`config.mk`:
```
export PLATFORM = sky130hd
export DESIGN_NAME = fifo_mem_ctrl
export DESIGN_NICKNAME = d
export VERILOG_FILES = /design/src/rtl/fifo_mem_ctrl.sv
export SDC_FILE = /design/constraint.sdc
export NUM_CORES = 1
export LEC_CHECK = 0
export ABC_AREA = 1
export BUFFER_PORTS_ARGS = -buffer_cell sky130_fd_sc_hd__buf_2
export CAP_MARGIN = 20
export CORE_UTILIZATION = 41
export DETAILED_ROUTE_END_ITERATION = 6
export SLEW_MARGIN = 25
export SYNTH_ARGS = -nofsm -noshare
export SYNTH_HDL_FRONTEND = slang
export SYNTH_SLANG_ARGS = --single-unit
```
`constraint.sdc`:
```
create_clock -name clk -period 7.3 [get_ports clk]
set_input_delay 1.095 -clock clk [delete_from_list [all_inputs] [get_ports clk]]
set_output_delay 1.095 -clock clk [all_outputs]
set_load 0.01 [all_outputs]
```
`src/rtl/fifo_mem_ctrl.sv`:
```
// Broadcast-write, multi-reader FIFO controller for the 8-bank sample memory; clears memory after reset/flush.
// Optional sticky overflow/underflow flags are built only when FIFO_MEM_CTRL_ERR_EN is defined.
module fifo_mem_ctrl #(
  parameter int DATA_W     = 16,
  parameter int ADDR_W     = 8,
  parameter int NUM_OF_MEM = 8,
  parameter int MEM_DEPTH  = 256
) (
  input  logic                             clk,
  input  logic                             reset,
  input  logic                             wr_valid_i,
  input  logic signed [DATA_W-1:0]         wr_data_i,
  output logic                             wr_ready_o,
  input  logic [NUM_OF_MEM-1:0]            bank_en_i,
  input  logic [NUM_OF_MEM-1:0]            rd_req_i,
  output logic [NUM_OF_MEM-1:0]            rd_valid_o,
  input  logic                             flush_i,
  output logic signed [DATA_W-1:0]         mem_data_o,
  output logic [ADDR_W-1:0]                mem_w_addr_o,
  output logic [NUM_OF_MEM-1:0]            mem_w_en_o,
  output logic [ADDR_W*NUM_OF_MEM-1:0]     mem_r_addr_o,
  output logic [NUM_OF_MEM-1:0]            mem_r_en_o,
  output logic [NUM_OF_MEM-1:0]            empty_o,
  output logic                             full_o,
  output logic [(ADDR_W+1)*NUM_OF_MEM-1:0] level_o,
  output logic                             init_done_o,
  output logic                             ovf_o,
  output logic [NUM_OF_MEM-1:0]            unf_o,
  input  logic                             err_clr_i
);

  typedef enum logic {ST_INIT, ST_RUN} state_t;

  localparam logic [ADDR_W:0]   LVL_FULL  = (ADDR_W+1)'(MEM_DEPTH);
  localparam logic [ADDR_W:0]   LVL_ONE   = (ADDR_W+1)'(1);
  localparam logic [ADDR_W-1:0] PTR_ONE   = ADDR_W'(1);
  localparam logic [ADDR_W-1:0] ADDR_LAST = ADDR_W'(MEM_DEPTH-1);

  state_t                state_q, state_d;
  logic [ADDR_W-1:0]     clr_cnt_q, clr_cnt_d;
  logic [ADDR_W-1:0]     wr_ptr_q, wr_ptr_d;
  logic [ADDR_W-1:0]     rd_ptr_q [NUM_OF_MEM];
  logic [ADDR_W-1:0]     rd_ptr_d [NUM_OF_MEM];
  logic [ADDR_W:0]       level_q [NUM_OF_MEM];
  logic [ADDR_W:0]       level_d [NUM_OF_MEM];
  logic [NUM_OF_MEM-1:0] rd_valid_q, rd_valid_d;

  logic                  run;
  logic                  full;
  logic                  wr_acc;
  logic [NUM_OF_MEM-1:0] empty;
  logic [NUM_OF_MEM-1:0] rd_acc;

  assign run = (state_q == ST_RUN);

  // Status is derived only from registered levels, so ready/full never depend on this cycle's traffic.
  always_comb begin
    full = 1'b0;
    for (int n = 0; n < NUM_OF_MEM; n++) begin
      empty[n] = ~bank_en_i[n] | (level_q[n] == '0);
      full     = full | (bank_en_i[n] & (level_q[n] == LVL_FULL));
      level_o[(ADDR_W+1)*n +: (ADDR_W+1)] = level_q[n];
      mem_r_addr_o[ADDR_W*n +: ADDR_W]    = rd_ptr_q[n];
    end
  end

  assign wr_acc = run & ~flush_i & wr_valid_i & ~full;
  assign rd_acc = (run & ~flush_i) ? (rd_req_i & ~empty) : '0;

  assign wr_ready_o  = run & ~full;
  assign full_o      = full;
  assign empty_o     = empty;
  assign init_done_o = run;
  assign rd_valid_o  = rd_valid_q;
  assign mem_r_en_o  = rd_acc;

  // While clearing, every bank is written with zero at the clear address; held off during reset.
  always_comb begin
    mem_w_en_o   = '0;
    mem_w_addr_o = wr_ptr_q;
    mem_data_o   = wr_data_i;
    if (!run) begin
      mem_w_en_o   = reset ? '0 : '1;
      mem_w_addr_o = clr_cnt_q;
      mem_data_o   = '0;
    end else if (wr_acc) begin
      mem_w_en_o = bank_en_i;
    end
  end

  always_comb begin
    state_d    = state_q;
    clr_cnt_d  = clr_cnt_q;
    wr_ptr_d   = wr_ptr_q;
    rd_ptr_d   = rd_ptr_q;
    level_d    = level_q;
    rd_valid_d = rd_acc;
    case (state_q)
      ST_INIT: begin
        clr_cnt_d = clr_cnt_q + PTR_ONE;
        wr_ptr_d  = '0;
        for (int n = 0; n < NUM_OF_MEM; n++) begin
          rd_ptr_d[n] = '0;
          level_d[n]  = '0;
        end
        if (clr_cnt_q == ADDR_LAST) state_d = ST_RUN;
      end
      default: begin
        if (flush_i) begin
          state_d   = ST_INIT;
          clr_cnt_d = '0;
        end
        if (wr_acc) wr_ptr_d = wr_ptr_q + PTR_ONE;
        // A disabled reader tracks the write pointer so re-enabling starts it empty.
        for (int n = 0; n < NUM_OF_MEM; n++) begin
          if (!bank_en_i[n]) begin
            rd_ptr_d[n] = wr_ptr_d;
            level_d[n]  = '0;
          end else begin
            if (rd_acc[n]) rd_ptr_d[n] = rd_ptr_q[n] + PTR_ONE;
            case ({wr_acc, rd_acc[n]})
              2'b10:   level_d[n] = level_q[n] + LVL_ONE;
              2'b01:   level_d[n] = level_q[n] - LVL_ONE;
              default: level_d[n] = level_q[n];
            endcase
          end
        end
      end
    endcase
  end

  always_ff @(posedge clk or posedge reset) begin
    if (reset) begin
      state_q    <= ST_INIT;
      clr_cnt_q  <= '0;
      wr_ptr_q   <= '0;
      rd_valid_q <= '0;
      for (int n = 0; n < NUM_OF_MEM; n++) begin
        rd_ptr_q[n] <= '0;
        level_q[n]  <= '0;
      end
    end else begin
      state_q    <= state_d;
      clr_cnt_q  <= clr_cnt_d;
      wr_ptr_q   <= wr_ptr_d;
      rd_valid_q <= rd_valid_d;
      rd_ptr_q   <= rd_ptr_d;
      level_q    <= level_d;
    end
  end

`ifdef FIFO_MEM_CTRL_ERR_EN
  logic                  ovf_q, ovf_d;
  logic [NUM_OF_MEM-1:0] unf_q, unf_d;

  // Set has priority over err_clr_i; flush clears everything.
  always_comb begin
    ovf_d = ovf_q & ~err_clr_i;
    unf_d = err_clr_i ? '0 : unf_q;
    if (run) begin
      if (flush_i) begin
        ovf_d = 1'b0;
        unf_d = '0;
      end else begin
        if (wr_valid_i & ~wr_ready_o) ovf_d = 1'b1;
        unf_d = unf_d | (rd_req_i & bank_en_i & empty);
      end
    end
  end

  always_ff @(posedge clk or posedge reset) begin
    if (reset) begin
      ovf_q <= 1'b0;
      unf_q <= '0;
    end else begin
      ovf_q <= ovf_d;
      unf_q <= unf_d;
    end
  end

  assign ovf_o = ovf_q;
  assign unf_o = unf_q;
`else
  logic unused_err_clr;
  assign unused_err_clr = err_clr_i;
  assign ovf_o = 1'b0;
  assign unf_o = '0;
`endif

endmodule

```
==> results of run 1 <==
[cell families (layout without fill, tap and decap cells)]
| logic type | Yosys count | in the layout | synth area share, % |
|---|---|---|---|
| compound gates | 327 | 327 | 15.4 |
| xor+xnor | 36 | 36 | 2.77 |
| flops | 161 | 161 | 35.5 |
| buf+inv | 277 | 515 | 9.83 |
| simple gates | 725 | 725 | 26.9 |
| fa+ha+maj | 82 | 82 | 9.56 |
| other cells | 1 | 9 | 0.0330 |
[sequential cells by signal, indices dropped and copies added (netlist names)]
| signal | count |
|---|---|
| level_o | 72 |
| mem_r_addr_o | 64 |
| clr_cnt_q | 8 |
| rd_valid_o | 8 |
| wr_ptr_q | 8 |
| init_done_o | 1 |
[per-layer routing]
| layer | wire length [um] | share of wire (%) | GRT usage [%] | vias to the layer above |
|---|---|---|---|---|
| li1 | - | - | - | 5702 |
| met1 | 15000 | 46 | 30.6 | 5089 |
| met2 | 15300 | 47 | 38.5 | 242 |
| met3 | 2040 | 6.2 | 5.82 | 26 |
| met4 | 471 | 1.4 | 5.81 | 0 |
| met5 | 0 | 0 | 0 | - |
[per-stage QoR]
stage                     setup WS (ns)  util [%]  instances
after floorplan                   0.812         -       1617
after global placement             2.90      47.5       2195
after detailed placement           2.85      47.5       2195
after CTS                          3.25      49.6       2227
after global routing               3.01      49.6       2227
final                              3.24      49.6       2227
[how the worst min path moves through the flow]
stage / startpoint / endpoint / cells after the start
6_report: mem_r_addr_o[53]$_DFFE_PP0P_ / mem_r_addr_o[53]$_DFFE_PP0P_ / 2
5_1_grt: mem_r_addr_o[38]$_DFFE_PP0P_ / mem_r_addr_o[38]$_DFFE_PP0P_ / 2
4_1_cts: mem_r_addr_o[7]$_DFFE_PP0P_ / mem_r_addr_o[7]$_DFFE_PP0P_ / 2
2_1_floorplan: clr_cnt_q[7]$_DFFE_PP0P_ / init_done_o$_DFF_PP0_ / 2
3_3_place_gp: mem_r_addr_o[46]$_DFFE_PP0P_ / mem_r_addr_o[46]$_DFFE_PP0P_ / 2
3_5_place_dp: mem_r_addr_o[61]$_DFFE_PP0P_ / mem_r_addr_o[61]$_DFFE_PP0P_ / 2
[report_power, final]
group | switching [mW] | internal [mW]
sequential | 0.0128 | 0.913
clock | 0.422 | 0.480
combinational | 0.120 | 0.0625
total | 0.554 | 1.46
[worst register-to-register path, stage by stage, from the launching register on]
cell and delay, ns:
dfrtp_1 0.45, nor2_1 0.07, nand2_1 0.08, nor2_1 0.07, nand2_1 0.06, nand2_1 0.13
nor2_4 0.38, nand3_4 0.44, ha_1 0.52, ha_1 0.38, inv_1 0.08, nor2_1 0.05
o21ai_0 0.26, nand2_1 0.12, nand2_1 0.10, nand2_1 0.06, a21oi_1 0.14, o21ai_0 0.09
o21ai_0 0.17
[area by class of cell]
class	instances	area, um^2
fillers	2769	13700
inverters	250	943
multi-input cells	1179	6250
well taps	372	465
flip-flops and latches	161	4030
clock buffers	17	425
repair buffers	233	1170
clock inverters	15	145
[cell usage in the layout (no fill, tap or decap), drive strengths merged, types with 3 or more instances in the layout]
cell type and n:
nand2 456, inv 257, buf 233, dfrtp 161
o21ai 138, a21oi 135, nor2 124, nand3 86
ha 74, nand4 28, xor2 24, o22ai 18
clkbuf 17, o211ai 14, or2 13, xnor2 12
nor3 10, conb 9, fa 8, clkinv 5
o21a 4, a21o 3, a31oi 3, and2 3
o31ai 3
==> summary.md, run 1 <==
| Metric | Value |
|---|---|
| Clock root cell | `clkbuf_16` |
| Standard cell core area | `0.0271 mm^2` |
| Clock tree from TritonCTS | `yes` |
| Standard-cell row count | `60` |
| Yosys top cell area share | `35.5%` |
| Cells on worst reg2reg path | `18` |
| Overflow left after global routing | `0` |
| Ys Warns | `0` |
| Clk sinks | `161` |
| Netlist area before placement | `0.0114 mm^2` |
| Period minus WS final | `4.06 ns` |
| Measured slew at the worst slew-check pin | `0.822 ns` |
| Clock transition at the registers of the reported paths | `0.07 ns` |
| Hold-fix buffer count after cts | `0` |
| Worst ir drop on vdd | `0.000106 V` |
| Hold crit path type | `flop to flop` |
| Proportion of layout cells with a drive suffix above 1 | `16.1%` |
| Power per cell area | `150 mW/mm^2` |
| H-Tree Level Count | `4` |
| Post-DP HPWL | `24.0 mm` |
| Number of max-cap violations | `0` |
| Fin Clk Skew | `0.0202 ns` |
| Via count normalized by instance count | `4.97` |
| Worst setup path startpoint | `bank_en_i[2]` |
| Max Buffers Root-to-Sink | `2` |
| Arrival time reported for the critical path endpoint | `2.97 ns` |
| Startpoint of the lowest-slack register-to-register path | `level_o[1]$_DFFE_PP0P_` |
| PostCTS Resize Cnt | `0` |
| Startpoint class of the critical path | `primary input` |
| Detailed-route via count | `11100` |
| Number of synthesized register bits | `161` |
| Post-CTS setup buffer count | `0` |
| Total Negative Setup Slacks | `0 ns` |
| Routability Congestion | `0.926` |
| Count of final max-slew check failures | `0` |
| Combined buffer and inverter count along the critical path | `3` |
| Family of cells with the greatest summed delay on the critical path | `simple AND/OR/NAND/NOR gates` |
| Final hold violation count | `0` |
| Number of DRC markers in iteration 0 | `830` |
| Clock latency at the later pin of the worst-skew pair | `0.44 ns` |
| Cells after Synth | `1609` |
| Worst reg2reg path endpoint | `level_o[15]$_DFFE_PP0P_` |
| Share of synthesized flip-flops with an asynchronous set or reset | `100%` |
| Post-route antenna net violation count | `0` |
| Number of port buffers | `230` |
| Timing-limited maximum frequency | `246 MHz` |
| Overall power | `2.01 mW` |
| Total length of routed wires | `32.8 mm` |
| Die span in y | `168 um` |
| Required time at the worst-slack endpoint | `6.20 ns` |
| Post-synth top flop | `dfrtp_1` |
| Largest area contributor in the synthesized netlist | `dfrtp_1` |
| Top Ports | `241` |
| Layout Area Growth over Synthesis | `18.2%` |
| Worst setup slack for register-to-register paths | `3.58 ns` |
| Total CTS buffers | `17` |
| Run status | `completed` |
| Maximum net fanout on the critical path | `24` |
| CP peak stage delay | `0.43 ns` |
| Effective utilization at floorplan | `41.9%` |
| Final non-filler cell area | `0.0134 mm^2` |
| Crit share post-route | `55.7%` |
| Count of antenna diodes in the layout | `0` |
| Mean instance size in the synthesized netlist | `7.06 um^2` |
| Setup violation total in the final timing report | `0` |
| Number of global-route vias before repair | `10300` |
| Cells taking the most area after synthesis | `dfrtp_1 35%, nand2_1 15%, ha_1 8.1%, inv_1 8.1%, o21ai_0 6.0%` |
| Fraction of the yosys area taken by sequential cells | `35.5%` |
| Unrepaired setup endpoints after global routing | `false` |
| Distinct cell type count after synthesis | `44` |
| Critical-path cell list | `buf_2 -> nand2_1 -> inv_1 -> nand2_1 -> nand2_1 -> nor2_4 -> nand3_4 -> o21ai_0 -> buf_2` |
| First-pass GRT wire length | `52.6 mm` |
| CP max stage cell | `nand3_4` |
| Area of placed instances | `0.0129 mm^2` |
| Number of DRC violations after detailed routing | `0` |
| Total number of nets in the final design | `1961` |
| Total global-route track usage | `23.3%` |
| Most common cell in the synthesized netlist | `nand2_1` |
| Die W | `168 um` |
| Total Die Area | `0.0284 mm^2` |
| Critical path endpoint | `mem_w_en_o[3]` |
| CP endpoint kind | `primary output` |
| Worst Path Class, Setup | `primary input to primary output` |
| WP depth | `9` |
| Pin count of the biggest net entering global routing | `64` |
| Avg WL per Cell | `14.7 um` |
| Detailed-routing iteration count for the pre-antenna-repair pass | `6` |
| Number of antenna violations at the first check in global routing | `0` |
| Cell mode on critical path | `nand2_1` |
| EDFF count, synth | `0` |
| Remaining max-slew budget at the tightest pin | `45.2%` |
| Hold slack | `0.507 ns` |
| Commonest cells in the synthesized netlist | `452 x nand2_1, 244 x inv_1, 161 x dfrtp_1, 137 x o21ai_0, 135 x a21oi_1` |
| P_leak | `7.87 nW` |
(Power assumes the default switching activity.)
==> inputs of run 2 (changes only) <==
--- a/config.mk
+++ b/config.mk
@@ -5,11 +5,12 @@
 export SDC_FILE = /design/constraint.sdc
 export NUM_CORES = 1
 export LEC_CHECK = 0
-export ABC_AREA = 1
+export ABC_AREA = 0
 export BUFFER_PORTS_ARGS = -buffer_cell sky130_fd_sc_hd__buf_2
 export CAP_MARGIN = 20
 export CORE_UTILIZATION = 41
 export DETAILED_ROUTE_END_ITERATION = 6
+export PLACE_DENSITY = 0.65
 export SLEW_MARGIN = 25
 export SYNTH_ARGS = -nofsm -noshare
 export SYNTH_HDL_FRONTEND = slang
==> constraint.sdc (replaced) <==
create_clock -name clk -period 3.3 [get_ports clk]
set_input_delay 0.495 -clock clk [delete_from_list [all_inputs] [get_ports clk]]
set_output_delay 0.495 -clock clk [all_outputs]
set_load 0.01 [all_outputs]
==> summary.md, run 2 <==
| Metric | Value |
|---|---|
| Run status | `finished with violations` |
| Violated checks | `negative setup slack` |
| Overall power | `4.56 mW (+130%)` |
| Worst ir drop on vdd | `0.000302 V (+180%)` |
| Cells after Synth | `1221 (-24%)` |
| Overflow left after global routing | `0 (unchanged)` |
| Total number of nets in the final design | `1825 (-6.9%)` |
| Detailed-routing iteration count for the pre-antenna-repair pass | `7 (+1)` |
| Share of synthesized flip-flops with an asynchronous set or reset | `100% (unchanged)` |
| Number of global-route vias before repair | `10700 (+3.5%)` |
| Die span in y | `167 um (-1.1%)` |
| Arrival time reported for the critical path endpoint | `4.07 ns (+1.10 ns)` |
| P_leak | `8.42 nW (+7.0%)` |
| Total instance count after detailed placement | `1991 (-9.3%)` |
| Hold crit path type | `primary input to async pin` |
| Layout Area Growth over Synthesis | `46.7%` |
| Unrepaired setup endpoints after global routing | `true` |
| Total length of routed wires | `36.0 mm (+9.7%)` |
| Number of DRC markers in iteration 0 | `771 (-7.1%)` |
| Flip-flop and latch area | `0.00403 mm^2 (about the same)` |
| Number of DRC violations after detailed routing | `0 (unchanged)` |
| Netlist area before placement | `0.0111 mm^2 (-2.2%)` |
| Max reg flops | `72 (unchanged)` |
| Commonest cells in the synthesized netlist | `161 x dfrtp_1, 111 x nand2_1, 90 x nor2_1, 84 x a21oi_1, 74 x ha_1` |
| Hold slack | `0.333 ns (-0.174 ns)` |
| Pin count of the biggest net entering global routing | `162 (+150%)` |
| Measured slew at the worst slew-check pin | `0.908 ns (+0.0858 ns)` |
| Routed met2 length | `17.4 mm (+14%)` |
| Distinct cell type count after synthesis | `58 (+32%)` |
| Number of max-cap violations | `0 (unchanged)` |
| Routability Congestion | `0.906 (-2.1%)` |
| Startpoint class of the critical path | `flop` |
| Critical-path cell list | `or4_4 -> or3_4 -> and4_4 -> nand3_4 -> buf_8 -> ha_4 -> inv_4 -> fa_2 -> nor2b_4 -> o2111a_1 -> nor3_2 -> or4_4 -> a21o_1 -> a21oi_2` |
| Final Util | `61.9% (+12 points)` |
| Cell mode on critical path | `or4_4` |
| Post-DP HPWL | `25.0 mm (+3.9%)` |
| Required time at the worst-slack endpoint | `3.66 ns (-2.54 ns)` |
| Mean instance size in the synthesized netlist | `9.11 um^2 (+29%)` |
| Clock latency at the later pin of the worst-skew pair | `0.43 ns (about the same)` |
| Max Buffers Root-to-Sink | `2 (unchanged)` |
| Largest area contributor in the synthesized netlist | `dfrtp_1` |
| Most common cell in the synthesized netlist | `dfrtp_1` |
| CP peak stage delay | `0.53 ns (+0.10 ns)` |
| Hold-fix buffer count after cts | `0 (unchanged)` |
| Remaining max-slew budget at the tightest pin | `39.5% (-5.7 points)` |
| Post-route antenna net violation count | `0 (unchanged)` |
| WL met1 | `15.5 mm (+3.7%)` |
| First-pass GRT wire length | `55.8 mm (+5.9%)` |
| Clock tree from TritonCTS | `yes` |
| Ys Warns | `0 (unchanged)` |
| Clock transition at the registers of the reported paths | `0.07 ns (about the same)` |
| Worst setup slack for register-to-register paths | `-0.41 ns (-3.99 ns)` |
| Maximum net fanout on the critical path | `3 (-88%)` |
| Number of antenna violations at the first check in global routing | `1 (+1)` |
| Timing-limited maximum frequency | `269 MHz` |
| Top Ports | `241 (unchanged)` |
| Effective utilization at floorplan | `42.2% (+0.25 points)` |
| Least setup slack across all paths after layout | `-0.411 ns (-3.65 ns)` |
| Crit share post-route | `112%` |
| Met3 Wirelength | `2.18 mm (+6.6%)` |
| Multi-input gate area | `0.00761 mm^2 (+22%)` |
| Clock root cell | `clkbuf_16` |
| EDFF count, synth | `0 (unchanged)` |
| Final hold violation count | `0 (unchanged)` |
| Total global-route track usage | `25.4% (+2.0 points)` |
| H-Tree Level Count | `4 (unchanged)` |
| Via count normalized by instance count | `5.40 (+8.7%)` |
| Power per cell area | `280 mW/mm^2 (+87%)` |
| Uppermost metal layer occupied by signal nets | `met4` |
| Most common library cell in the layout ignoring fill and taps | `buf_4` |
| Combined buffer and inverter count along the critical path | `2 (-1)` |
| CP endpoint kind | `flop` |
| Yosys top cell area share | `36.2% (+0.79 points)` |
| Fin Clk Skew | `0.0124 ns (-0.00783 ns)` |
| Clk sinks | `161 (unchanged)` |
| Standard cell core area | `0.0264 mm^2 (-2.8%)` |
| Count of final max-slew check failures | `0 (unchanged)` |
| Detailed-route via count | `11100 (+0.27%)` |
| Worst Path Class, Setup | `flop to flop` |
| Avg WL per Cell | `17.5 um (+19%)` |
| Family of cells with the greatest summed delay on the critical path | `simple AND/OR/NAND/NOR gates` |
| Final standard cell count with taps included and fillers excluded | `2054 (-7.8%)` |
| Fill cell total of the finished layout | `2261 (-18%)` |
| Post-synth top flop | `dfrtp_1` |
| Most frequent cells in the layout | `259 x buf_4, 230 x buf_2, 160 x dfrtp_1` |
| Number of synthesized register bits | `161 (unchanged)` |
| Setup violation total in the final timing report | `28 (+28)` |
| CP max stage cell | `or4_4` |
| Proportion of layout cells with a drive suffix above 1 | `41.4% (+25 points)` |
| Die W | `167 um (-1.1%)` |
| Fraction of the yosys area taken by sequential cells | `36.2% (+0.79 points)` |
| Period minus WS final | `3.71 ns` |
| Cells taking the most area after synthesis | `dfrtp_1 36%, ha_1 8.3%, xor2_1 5.7%, a21oi_1 3.8%, nand2_1 3.7%` |
| Total CTS buffers | `17 (unchanged)` |
| Total Die Area | `0.0278 mm^2 (-2.1%)` |
| Number of port buffers | `230 (unchanged)` |
| Standard-cell row count | `59 (-1.7%)` |
run 2: cell types whose count changed after synthesis, sizes merged, moves of 27 or more:
cell and change:
nand3 -42, nand2 -345, clkbuf +40, or3 +27, o21ai -89, nor3 +34
and2 +29, a21oi -51, xor2 +48, mux2i +29, o211a +30, inv -205
nor2 -34
run 2: layer usage:
layer | vias up | GRT usage (%)
met5 | - | 0
met4 | 0 | 10.1
met3 | 49 | 5.35
met2 | 314 | 42.3
met1 | 5373 | 32.1
li1 | 5353 | -
run 2: path summary, 6_finish.rpt:
path / start / end / cells past startpoint
min reg2reg: clr_cnt_q[7]$_DFFE_PP0P_ / clr_cnt_q[7]$_DFFE_PP0P_ / 1
max: level_o[25]$_DFFE_PP0P_ / level_o[26]$_DFFE_PP0P_ / 14
max reg2reg: level_o[25]$_DFFE_PP0P_ / level_o[26]$_DFFE_PP0P_ / 14
min: reset / rd_valid_o[7]$_DFF_PP0_ / 3
max in group asynchronous: reset / init_done_o$_DFF_PP0_ / 3
min in group clk: flush_i / clr_cnt_q[1]$_DFFE_PP0P_ / 3
run 2: cell families (layout without fill, tap and decap cells):
logic type | Yosys count | count (layout) | synth area share, %
adder cells (fa/ha/maj) | 82 | 82 | 9.77
other | 1 | 10 | 0.0337
multiplexers | 37 | 37 | 3.45
buffers and inverters | 103 | 592 | 3.88
AND/OR/NAND/NOR | 472 | 472 | 22.2
XOR/XNOR | 106 | 106 | 8.62
AO/OA/AOI/OAI | 259 | 259 | 15.8
flip-flops | 161 | 161 | 36.2
run 2: cell type report:
cell class / count / area share, %
Inverter: 44 / 1.07
Clock buffer: 20 / 2.80
Multi-Input combinational cell: 965 / 46.7
Timing Repair Buffer: 517 / 21.3
Sequential cell: 161 / 24.7
Clock inverter: 11 / 0.844
Tap cell: 335 / 2.57
Antenna cell: 1 / 0.0153
run 2: per-stage QoR:
stage	setup TNS, ns	setup slack (ns)	cell area (um^2)
after global placement	-3.79	-0.312	14700
after detailed placement	-5.96	-0.397	14700
after global routing	-7.91	-0.505	16300
after floorplan	-9.32	-0.745	11500
final	-4.28	-0.411	16300
after CTS	-3.16	-0.305	15900
run 2: worst register-to-register path: cells and delay by family (launching register included):
kind,cells,cell delay [ns]
compound gates,3,0.60
fa+ha+maj,2,0.53
buf+inv,2,0.16
flops,1,0.38
simple gates,7,1.97
run 2: repair_timing:
action | in CTS | in global routing
gates cloned | 1 | 0
endpoints found under the setup margin | 36 | 43
gates resized for setup | 68 | 75
pin swaps | 48 | 70
setup buffers | 16 | 18
run 2: power breakdown:
group	total [mW]	internal, mW	leakage (nW)	switching [mW]
sequential	2.09	2.02	2.23	0.0678
combinational	0.403	0.153	5.90	0.250
clock	2.07	1.22	0.287	0.850
total	4.56	3.40	8.42	1.17
==> inputs of run 3 (changes only) <==
--- a/config.mk
+++ b/config.mk
@@ -10,7 +10,6 @@
 export CAP_MARGIN = 20
 export CORE_UTILIZATION = 41
 export DETAILED_ROUTE_END_ITERATION = 6
-export PLACE_DENSITY = 0.65
 export SLEW_MARGIN = 25
 export SYNTH_ARGS = -nofsm -noshare
 export SYNTH_HDL_FRONTEND = slang
==> constraint.sdc (replaced) <==
create_clock -name clk -period 3.44 [get_ports clk]
set_input_delay 0.516 -clock clk [delete_from_list [all_inputs] [get_ports clk]]
set_output_delay 0.516 -clock clk [all_outputs]
set_load 0.01 [all_outputs]
==> summary.md, run 3 (synthesis results as in run 2) <==
| Metric | Value |
|---|---|
| Run status | `finished with violations` |
| Violated checks | `negative setup slack` |
| Total length of routed wires | `34.5 mm (-4.1%)` |
| Timing-limited maximum frequency | `273 MHz (+1.2%)` |
| Standard cell core area | `0.0264 mm^2 (unchanged)` |
| Overflow left after global routing | `0 (unchanged)` |
| Detailed-route via count | `10800 (-3.0%)` |
| P_leak | `8.21 nW (-2.5%)` |
| Measured slew at the worst slew-check pin | `0.907 ns (-0.000725 ns)` |
| Clock transition at the registers of the reported paths | `0.07 ns (about the same)` |
| Effective utilization at floorplan | `42.2% (unchanged)` |
| CP max stage cell | `or4_4` |
| Clock root cell | `clkbuf_16` |
| Remaining max-slew budget at the tightest pin | `39.5% (+0.048 points)` |
| Arrival time reported for the critical path endpoint | `4.02 ns (-0.05 ns)` |
| Worst ir drop on vdd | `0.000280 V (-7.2%)` |
| Pin count of the biggest net entering global routing | `162 (unchanged)` |
| Cell mode on critical path | `or4_4` |
| Most common library cell in the layout ignoring fill and taps | `buf_2` |
| Post-route antenna net violation count | `0 (unchanged)` |
| Post-DP HPWL | `24.3 mm (-2.8%)` |
| Max Buffers Root-to-Sink | `2 (unchanged)` |
| Worst Path Class, Setup | `flop to flop` |
| Final hold violation count | `0 (unchanged)` |
| Max reg flops | `72 (unchanged)` |
| Fill cell total of the finished layout | `2331 (+3.1%)` |
| Total CTS buffers | `17 (unchanged)` |
| Family of cells with the greatest summed delay on the critical path | `simple AND/OR/NAND/NOR gates` |
| Required time at the worst-slack endpoint | `3.80 ns (+0.14 ns)` |
| Fin Clk Skew | `0.0155 ns (+0.00312 ns)` |
| Number of port buffers | `230 (unchanged)` |
| Unrepaired setup endpoints after global routing | `true` |
| Detailed-routing iteration count for the pre-antenna-repair pass | `5 (-2)` |
| Startpoint class of the critical path | `flop` |
| Critical-path cell list | `or4_4 -> or3_4 -> and4_4 -> nand3_4 -> buf_12 -> buf_4 -> ha_4 -> inv_2 -> fa_2 -> nand2b_4 -> a21oi_4 -> nor3_2 -> or4_4 -> a21o_1 -> a21oi_2` |
| Count of final max-slew check failures | `0 (unchanged)` |
| Setup violation total in the final timing report | `10 (-64%)` |
| Number of DRC violations after detailed routing | `0 (unchanged)` |
| Standard-cell row count | `59 (unchanged)` |
| Period minus WS final | `3.67 ns (-0.0446 ns)` |
| Least setup slack across all paths after layout | `-0.227 ns (+0.185 ns)` |
| Most frequent cells in the layout | `230 x buf_2, 220 x buf_4, 160 x dfrtp_1` |
| Total Die Area | `0.0278 mm^2 (unchanged)` |
| Hold crit path type | `primary input to async pin` |
| Crit share post-route | `107% (-5.9 points)` |
| Layout Area Growth over Synthesis | `42.3%` |
| Proportion of layout cells with a drive suffix above 1 | `39.1% (-2.3 points)` |
| Clock tree from TritonCTS | `yes` |
| Total global-route track usage | `24.4% (-0.95 points)` |
| Number of max-cap violations | `0 (unchanged)` |
| First-pass GRT wire length | `53.8 mm (-3.6%)` |
| Top Ports | `241 (unchanged)` |
| Power per cell area | `289 mW/mm^2 (+3.2%)` |
| Combined buffer and inverter count along the critical path | `3 (+1)` |
| Overall power | `4.57 mW (+0.16%)` |
| Via count normalized by instance count | `5.36 (-0.74%)` |
| H-Tree Level Count | `4 (unchanged)` |
| Clk sinks | `161 (unchanged)` |
| Die span in y | `167 um (unchanged)` |
| Number of antenna violations at the first check in global routing | `1 (unchanged)` |
| Avg WL per Cell | `17.2 um (-1.8%)` |
| Routability Congestion | `0.870 (-3.9%)` |
| Count of antenna diodes in the layout | `0 (-1)` |
| Final Util | `60.1% (-1.8 points)` |
| Number of DRC markers in iteration 0 | `618 (-20%)` |
| Number of global-route vias before repair | `10200 (-4.9%)` |
| Clock latency at the later pin of the worst-skew pair | `0.44 ns (about the same)` |
| CP endpoint kind | `flop` |
| Total number of nets in the final design | `1778 (-2.6%)` |
| Die W | `167 um (unchanged)` |
| Maximum net fanout on the critical path | `5 (+2)` |
| CP peak stage delay | `0.54 ns (about the same)` |
run 3: cell types whose count changed in the layout (fill, tap and decap cells not counted), sizes merged:
| cell | before | now |
|---|---|---|
| buf | 517 | 470 |
| clkbuf | 20 | 23 |
| bufinv | 3 | 5 |
| clkinv | 5 | 3 |
| clkinvlp | 4 | 2 |
| diode | 1 | 0 |
run 3: worst register-to-register path, stage by stage (launching register included):
cell,delay [ns]
dfrtp_1,0.38
or4_4,0.54
or3_4,0.40
and4_4,0.21
nand3_4,0.10
buf_12,0.14
buf_4,0.12
ha_4,0.13
inv_2,0.05
fa_2,0.36
nand2b_4,0.16
a21oi_4,0.13
nor3_2,0.06
or4_4,0.53
a21o_1,0.18
a21oi_2,0.10
run 3: report_power, final:
part,internal (mW),total (mW),switching (mW)
Clock,1.37,2.18,0.809
Sequential,1.94,2.01,0.0673
Combinational,0.146,0.387,0.241
run 3: metal layers:
layer	global-route usage, %	vias up	part of all wire, %
li1	-	5276	-
met4	7.17	0	1.8
met1	31.9	5194	45
met3	5.42	35	5.1
met5	0	-	0
met2	40.4	250	48
run 3: cell type report:
type,count,area (um^2),area share [%]
timing repair buffer,470,3080,19.5
tap,335,419,2.65
clock inverter,9,176,1.11
clock buffer,23,488,3.08
inverter,44,169,1.07
multi-input combinational,965,7460,47.1
sequential,161,4030,25.5
run 3: stage by stage:
step	instance area, um^2	TNS, ns	hold slack (ns)	std cells	setup WS (ns)
5_1_grt	15800	-3.54	0.458	2007	-0.366
3_3_place_gp	14200	-1.37	0.478	1941	-0.151
6_report	15800	-1.46	0.366	2007	-0.227
3_5_place_dp	14200	-2.14	0.484	1941	-0.203
4_1_cts	15100	-1.13	0.437	1980	-0.184
2_1_floorplan	11300	-7.02	0.453	1229	-0.647
run 3: final timing paths:
path | start | to | slack (ns) | depth (start not counted)
min reg2reg | clr_cnt_q[7]$_DFFE_PP0P_ | clr_cnt_q[7]$_DFFE_PP0P_ | 0.50 | 1
max in group asynchronous | reset | init_done_o$_DFF_PP0_ | 2.35 | 3
max | level_o[29]$_DFFE_PP0P_ | level_o[44]$_DFFE_PP0P_ | -0.23 | 15
min | reset | mem_r_addr_o[45]$_DFFE_PP0P_ | 0.37 | 3
min in group clk | flush_i | clr_cnt_q[1]$_DFFE_PP0P_ | 0.48 | 3
max reg2reg | level_o[29]$_DFFE_PP0P_ | level_o[44]$_DFFE_PP0P_ | -0.23 | 15
run 3: repair_timing:
action	CTS	global route
pin swaps	5	60
setup buffers	7	29
hold buffers	0	0
resized for setup	36	105
endpoints found under the setup margin	24	38
cloned	0	0
